### src/rtl/keccak_absorb_sipo_if.sv
// Stream interface for the Keccak absorb block assembler: message word input and
// rate-sized block output, both valid/ready.
interface keccak_absorb_sipo_if #(
  parameter int unsigned WIDTH = 64,
  parameter int unsigned DEPTH = 17
);
  localparam int unsigned BW = $clog2(WIDTH / 8 + 1);

  logic                     in_valid;
  logic                     in_ready;
  logic [WIDTH-1:0]         in_data;
  logic                     in_last;
  logic [BW-1:0]            in_bytes;
  logic                     out_valid;
  logic                     out_ready;
  logic [DEPTH*WIDTH-1:0]   out_data;
  logic                     out_last;

  modport master (
    output in_valid, in_data, in_last, in_bytes, out_ready,
    input  in_ready, out_valid, out_data, out_last
  );

  modport slave (
    input  in_valid, in_data, in_last, in_bytes, out_ready,
    output in_ready, out_valid, out_data, out_last
  );
endinterface

### src/rtl/keccak_absorb_sipo.sv
// Collects WIDTH-bit message words into one DEPTH-word rate block, applies Keccak
// multi-rate padding on the final word and hands the block on over valid/ready.
module keccak_absorb_sipo #(
  parameter int unsigned WIDTH    = 64,
  parameter int unsigned DEPTH    = 17,
  parameter bit          PAD_EN   = 1'b1,
  parameter logic [7:0]  PAD_BYTE = 8'h06
) (
  input logic                 clk,
  input logic                 rst,
  keccak_absorb_sipo_if.slave bus
);
  localparam int unsigned NB = WIDTH / 8;
  localparam int unsigned CW = (DEPTH > 1) ? $clog2(DEPTH) : 1;
  localparam int unsigned PW = $clog2(DEPTH + 1);
  localparam logic [CW-1:0] LastIdx = CW'(DEPTH - 1);

  typedef enum logic [1:0] {StFill, StPad, StHold} state_e;

  state_e                       state_q, state_d;
  logic [CW-1:0]                cnt_q, cnt_d;
  logic                         pp_q, pp_d;
  logic                         last_q, last_d;
  logic [PW-1:0]                zfrom_q, zfrom_d;   // first word to clear in PAD
  logic                         padb_q, padb_d;     // PAD_BYTE goes to byte 0 of zfrom_q
  logic                         in_ready_q, out_valid_q;
  logic [DEPTH-1:0][WIDTH-1:0]  buf_q, buf_d;
  logic [WIDTH-1:0]             word_in;
  int unsigned                  nbytes;

  // Incoming word with the tail bytes of a final word masked and the domain byte placed.
  always_comb begin
    word_in = '0;
    nbytes  = NB;
    if (bus.in_last) begin
      nbytes = 32'(bus.in_bytes);
      if (nbytes > NB) nbytes = NB;
    end
    for (int unsigned k = 0; k < NB; k++) begin
      if (k < nbytes) begin
        word_in[8*k +: 8] = bus.in_data[8*k +: 8];
      end else if (PAD_EN && k == nbytes) begin
        word_in[8*k +: 8] = PAD_BYTE;
      end else begin
        word_in[8*k +: 8] = 8'h00;
      end
    end
  end

  always_comb begin
    state_d = state_q;
    cnt_d   = cnt_q;
    pp_d    = pp_q;
    last_d  = last_q;
    zfrom_d = zfrom_q;
    padb_d  = padb_q;
    buf_d   = buf_q;

    case (state_q)
      StFill: begin
        if (bus.in_valid && in_ready_q) begin
          buf_d[cnt_q] = word_in;
          if (!bus.in_last) begin
            if (cnt_q == LastIdx) begin
              state_d = StHold;
              last_d  = 1'b0;
              cnt_d   = '0;
            end else begin
              cnt_d = cnt_q + CW'(1);
            end
          end else begin
            zfrom_d = PW'(cnt_q) + PW'(1);
            padb_d  = (nbytes == NB);
            // A full final word in the top slot leaves no room: pad in a block of its own.
            if (PAD_EN && nbytes == NB && cnt_q == LastIdx) begin
              state_d = StHold;
              last_d  = 1'b0;
              pp_d    = 1'b1;
              cnt_d   = '0;
            end else begin
              state_d = StPad;
            end
          end
        end
      end

      StPad: begin
        for (int unsigned i = 0; i < DEPTH; i++) begin
          if (i >= 32'(zfrom_q)) begin
            buf_d[i] = '0;
            if (PAD_EN && padb_q && i == 32'(zfrom_q)) buf_d[i][7:0] = PAD_BYTE;
          end
        end
        if (PAD_EN) buf_d[DEPTH-1][WIDTH-1 -: 8] = buf_d[DEPTH-1][WIDTH-1 -: 8] | 8'h80;
        state_d = StHold;
        last_d  = 1'b1;
        cnt_d   = '0;
      end

      StHold: begin
        if (bus.out_ready) begin
          if (pp_q) begin
            pp_d    = 1'b0;
            buf_d   = '0;
            zfrom_d = '0;
            padb_d  = 1'b1;
            state_d = StPad;
          end else begin
            state_d = StFill;
          end
        end
      end

      default: state_d = StFill;
    endcase
  end

  always_ff @(posedge clk or negedge rst) begin
    if (!rst) begin
      state_q     <= StFill;
      cnt_q       <= '0;
      pp_q        <= 1'b0;
      last_q      <= 1'b0;
      zfrom_q     <= '0;
      padb_q      <= 1'b0;
      buf_q       <= '0;
      in_ready_q  <= 1'b0;
      out_valid_q <= 1'b0;
    end else begin
      state_q     <= state_d;
      cnt_q       <= cnt_d;
      pp_q        <= pp_d;
      last_q      <= last_d;
      zfrom_q     <= zfrom_d;
      padb_q      <= padb_d;
      buf_q       <= buf_d;
      in_ready_q  <= (state_d == StFill);
      out_valid_q <= (state_d == StHold);
    end
  end

  assign bus.in_ready  = in_ready_q;
  assign bus.out_valid = out_valid_q;
  assign bus.out_data  = buf_q;
  assign bus.out_last  = last_q;
endmodule
### src/flat_wrapper.sv
// flat-port wrapper written by rule: the top's interface ports become plain ports
module keccak_absorb_sipo_flat 
#(
  parameter int unsigned WIDTH    = 64,
  parameter int unsigned DEPTH    = 17,
  parameter bit          PAD_EN   = 1'b1,
  parameter logic [7:0]  PAD_BYTE = 8'h06
)
  (clk, rst, bus_in_valid, bus_in_data, bus_in_last, bus_in_bytes, bus_out_ready, bus_in_ready, bus_out_valid, bus_out_data, bus_out_last);
  keccak_absorb_sipo_if #(.WIDTH(WIDTH), .DEPTH(DEPTH)) bus_i ();
  input logic clk;
  input logic rst;
  input wire logic [$bits(bus_i.in_valid)-1:0] bus_in_valid;
  input wire logic [$bits(bus_i.in_data)-1:0] bus_in_data;
  input wire logic [$bits(bus_i.in_last)-1:0] bus_in_last;
  input wire logic [$bits(bus_i.in_bytes)-1:0] bus_in_bytes;
  input wire logic [$bits(bus_i.out_ready)-1:0] bus_out_ready;
  output wire logic [$bits(bus_i.in_ready)-1:0] bus_in_ready;
  output wire logic [$bits(bus_i.out_valid)-1:0] bus_out_valid;
  output wire logic [$bits(bus_i.out_data)-1:0] bus_out_data;
  output wire logic [$bits(bus_i.out_last)-1:0] bus_out_last;
  assign bus_i.in_valid = bus_in_valid;
  assign bus_i.in_data = bus_in_data;
  assign bus_i.in_last = bus_in_last;
  assign bus_i.in_bytes = bus_in_bytes;
  assign bus_i.out_ready = bus_out_ready;
  assign bus_in_ready = bus_i.in_ready;
  assign bus_out_valid = bus_i.out_valid;
  assign bus_out_data = bus_i.out_data;
  assign bus_out_last = bus_i.out_last;
  keccak_absorb_sipo #(.WIDTH(WIDTH), .DEPTH(DEPTH), .PAD_EN(PAD_EN), .PAD_BYTE(PAD_BYTE)) u_core (.clk(clk), .rst(rst), .bus(bus_i));
endmodule
### config.mk
export PLATFORM = sky130hd
export DESIGN_NAME = keccak_absorb_sipo_flat
export DESIGN_NICKNAME = d
export VERILOG_FILES = /design/src/rtl/keccak_absorb_sipo_if.sv /design/src/rtl/keccak_absorb_sipo.sv /design/src/flat_wrapper.sv
export SDC_FILE = /design/constraint.sdc
export NUM_CORES = 2
export LEC_CHECK = 0
export ABC_AREA = 1
export CELL_PAD_IN_SITES_DETAIL_PLACEMENT = 2
export CELL_PAD_IN_SITES_GLOBAL_PLACEMENT = 2
export CORE_AREA = 3 3 451 453
export CTS_CLUSTER_SIZE = 25
export DETAILED_ROUTE_END_ITERATION = 16
export DIE_AREA = 0 0 454 456
export PLACE_DENSITY_LB_ADDON = 0.1
export RECOVER_POWER = 100
export SLEW_MARGIN = 20
export SYNTH_ARGS = -nofsm -noshare
export SYNTH_HDL_FRONTEND = slang
export SYNTH_SLANG_ARGS = --single-unit
### constraint.sdc
create_clock -name clk -period 2.3 [get_ports clk]
set_input_delay 0.23 -clock clk [delete_from_list [all_inputs] [get_ports clk]]
set_output_delay 0.23 -clock clk [all_outputs]
set_load 0.005 [all_outputs]
==> out/results.tsv <==
stage	metric	value	unit
synth	net count after synthesis	5997	
floorplan	Die X	454	um
pwr	NetSw	33.3	mW
synth	register area share after synthesis	57.2	%
sta	Max Slew Vio Count	0	
run	Max-Cap Viols	0	
layout	FILL cells	22100	
synth	xor/xnor share of the synthesized area	0.0181	%
route	DR vias	48800	
route	met3 wire length	17100	um
critical_path	worst path arrival time	2.98	ns
grt	vias in the first global route	52300	
route	Detail Route Antenna Nets	0	
layout	synthesis-to-layout area growth	49.8	%
sta	Final min period	2.24	ns
synth	leading area contributor after synthesis	dfrtp_1	
synth	Post-synth EDFFs	0	
pwr	power per cell area	1110	nW/um^2
grt	GRT Residual Overflow	0	
layout	footprint of the multi-input gates	18500	sq um
route	initial drt markers	2836	
layout	final core occ	36.3	%
grt	largest net degree at the start of global routing	117	
status	outcome	finished clean	
layout	share of layout cells above drive strength 1	12.3	%
sta	fmax	445	MHz
synth	Synth Area in Compound Gates	10.5	%
grt	initial antenna violation count	48	
route	met2 wire len	146000	um
grt	first-pass GRT wire length	422000	um
route	drt drc	0	
route	TritonRoute pass-1 iters	5	
critical_path	crit-path max FO	7	
synth	fraction of the mapped netlist area in simple logic gates	26.8	%
floorplan	Die Y-Extent	456	um
critical_path	cell mode on critical path	buf_4	
synth	Post-Syn Area	48300	sq um
pwr	logic gate share of total power	41.5	%
pwr	Peak VDD IR	939	uV
synth	Synth top cells by count	nand2_1, dfrtp_1, o21ai_0, nand3_1, clkbuf_1	
pwr	Sw Share	41.6	%
synth	largest family of logic cells by synthesized area	simple AND/OR/NAND/NOR gates	
layout	nets	7336	
clocking	CTS tree	built	
critical_path	Max stage delay on crit path	0.40	ns
critical_path	Critical Path RT	3.04	ns
synth	yosys warns	0	
sta	clk_skew	0.0368	ns
critical_path	critical path cell sequence	inv_1 -> buf_4 -> ha_4 -> nand2_4 -> nand2_4 -> nor2_8 -> buf_4 -> nand2_2 -> nor3_4 -> buf_4 -> buf_12 -> buf_12 -> nand2_1 -> nand2_1	
pwr	Lkg Pwr	37.1	nW
sta	worst-margin pin slew	1.29	ns
sta	Max-slew headroom	13.9	%
clocking	CTS Buf Count	143	
route	WL per Instance	30.2	um
pwr	clock share of power	28.9	%
sta	Hold Violations, Final	0	
synth	Mapped Cells	5916	
synth	Synth top area share	57.2	%
critical_path	Startpoint Class	flop	
synth	Synth Area in Adders	0.207	%
clocking	Root Buffer	clkbuf_16	
synth	Async SR Flop Fraction	100	%
critical_path	CP Capture Type	flop	
sta	RSZ-0062 raised after global routing	true	
synth	mux share of post-synthesis cell area	0	%
layout	Register Area	27700	sq um
clocking	latest clock arrival within the worst-skew pair	0.81	ns
pwr	Seq pwr share	29.6	%
floorplan	number of core rows	164	
placed_design	Placer Congestion	0.868	
clocking	register clock-pin slew on the reported worst setup and hold paths	0.06	ns
placed_design	hpwl dp	222000	um
floorplan	die area	207000	sq um
synth	Synth Register Bits	1105	
sta	Final setup viols	0	
sta	crit share post-route	97.6	%
clocking	CTS sink cnt	1105	
grt	GRT Util Overall	28.6	%
synth	most common cell in the synthesized netlist	nand2_1	
synth	synth top area cells	dfrtp_1, nand2_1, o21ai_0	
pwr	design internal power	46.8	mW
sta	Fin Hold WS	0.275	ns
route	Vias per Instance	4.86	
critical_path	CP max stage cell	dfrtp_1	
route	final WL	304000	um
sta	Fin Setup TNS	0	ns
floorplan	starting density of the core	24.2	%
synth	Distinct cells, synth	39	
route	uppermost routed layer	met5	
clocking	Clock Path Buffers	3	
floorplan	core area	200000	sq um
synth	Top FF cell, synth	dfrtp_1	
critical_path	Crit Path Class	flop to flop	
synth	Syn Area/Cell	8.17	sq um
floorplan	Top Ports	1164	
placed_design	IO buf count	1163	
route	met1 WL	124000	um
clocking	htree depth	4	
worst_hold_path	Min-Delay Path Class	input pin to flop	
==> logic make-up after synthesis <==
group	count (synthesis)
compound gates	1004
xor+xnor	1
fa+ha+maj	8
buf+inv	583
flops	1105
simple gates	3215
==> per-layer routing <==
| layer | up-vias | GRT usage (%) |
|---|---|---|
| li1 | 21400 | - |
| met1 | 25600 | 35.1 |
| met2 | 1305 | 47.4 |
| met3 | 441 | 6.11 |
| met4 | 12 | 13.8 |
| met5 | - | 0 |
==> layout make-up <==
type / instances / share of cell area [%]
sequential: 1105 / 38.2
multi-input combinational: 4229 / 25.6
timing repair buffer: 1587 / 24.0
clock buffer: 217 / 5.94
tap: 2656 / 4.59
inverter: 189 / 0.987
clock inverter: 36 / 0.622
antenna: 20 / 0.0691
==> state kept, by name, summed over array words and instances, names as in the netlist, named ones only <==
name	cells
u_core.bus.out_last	1
u_core.bus.in_ready	1
u_core.bus.out_data	1053
u_core.state_q	2
u_core.cnt_q	5
u_core.pp_q	1
u_core.zfrom_q	5
u_core.bus.out_valid	1
u_core.padb_q	1
==> critical path: cells and delay by family (launching register included) <==
family                   cells  cell delay, ns
buffers and inverters        6            0.86
adder cells (fa/ha/maj)      1            0.16
AND/OR/NAND/NOR              7            0.72
flip-flops                   1            0.40
==> through the flow <==
stage / area (sq um) / power (mW) / worst slack, ns / std cells
CTS: 72100 / 81.1 / -0.00512 / 10000
global placement: 67200 / 56.5 / -0.0992 / 9739
global route: 72400 / 84.2 / -0.0875 / 10000
detailed placement: 67200 / 57.1 / -0.131 / 9739
floorplan: 48300 / 36.4 / 0.359 / 5916
finish: 72400 / 80.2 / 0.0551 / 10000
==> timing repair <==
item,4_1_cts,5_1_grt
hold buffers,2,0
hold endpoints to repair,976,0
pin swaps,3,6
endpoints found under the setup margin,99,998
gates resized for setup,8,70
cloned,1,9
setup buffers,7,8
==> worst paths after layout <==
path,from,to,slack (ns),cells past startpoint
min in group asynchronous,rst,u_core.bus.out_data[228],0.55,3
setup reg to reg,u_core.state_q[1],u_core.bus.out_data[759],0.06,14
setup / recovery,u_core.state_q[1],u_core.bus.out_data[759],0.06,14
max in group asynchronous,rst,u_core.bus.out_data[171],0.21,4
hold / removal,bus_out_ready,u_core.bus.out_valid,0.27,4
hold reg to reg,u_core.bus.out_data[675],u_core.bus.out_data[675],0.47,2
==> cell usage in the layout, fill, tap and decap left out, drive strengths merged <==
cell / netlist / final
o21a: 1 / 1
o22ai: 2 / 2
clkinv: 3 / 24
nor3: 4 / 4
bufinv: 0 / 6
o21bai: 3 / 3
a31oi: 1 / 1
dlygate4sd2: 0 / 4
o211ai: 2 / 2
bufbuf: 0 / 1
nand2: 2728 / 2728
nand3b: 1 / 1
o21ai: 979 / 979
a21oi: 15 / 15
dlygate4sd3: 0 / 848
dfrtp: 1105 / 1105
nor2: 122 / 123
clkinvlp: 0 / 4
nand4: 15 / 15
buf: 201 / 383
ha: 8 / 8
or2: 139 / 139
nand3: 206 / 206
clkbuf: 193 / 256
xor2: 1 / 1
diode: 0 / 20
inv: 186 / 191
clkdlybuf4s50: 0 / 312
a21boi: 1 / 1
==> power by group through the flow <==
stage	Sequential [mW]	Clock [mW]	Combinational (mW)
floorplan	23.7	0	12.6
global placement	24.0	0	32.5
detailed placement	24.1	0	33.0
CTS	23.8	23.8	33.6
global route	24.0	24.5	35.7
finish	23.8	23.2	33.3
No activity file was read; power rests on OpenSTA's default activity.
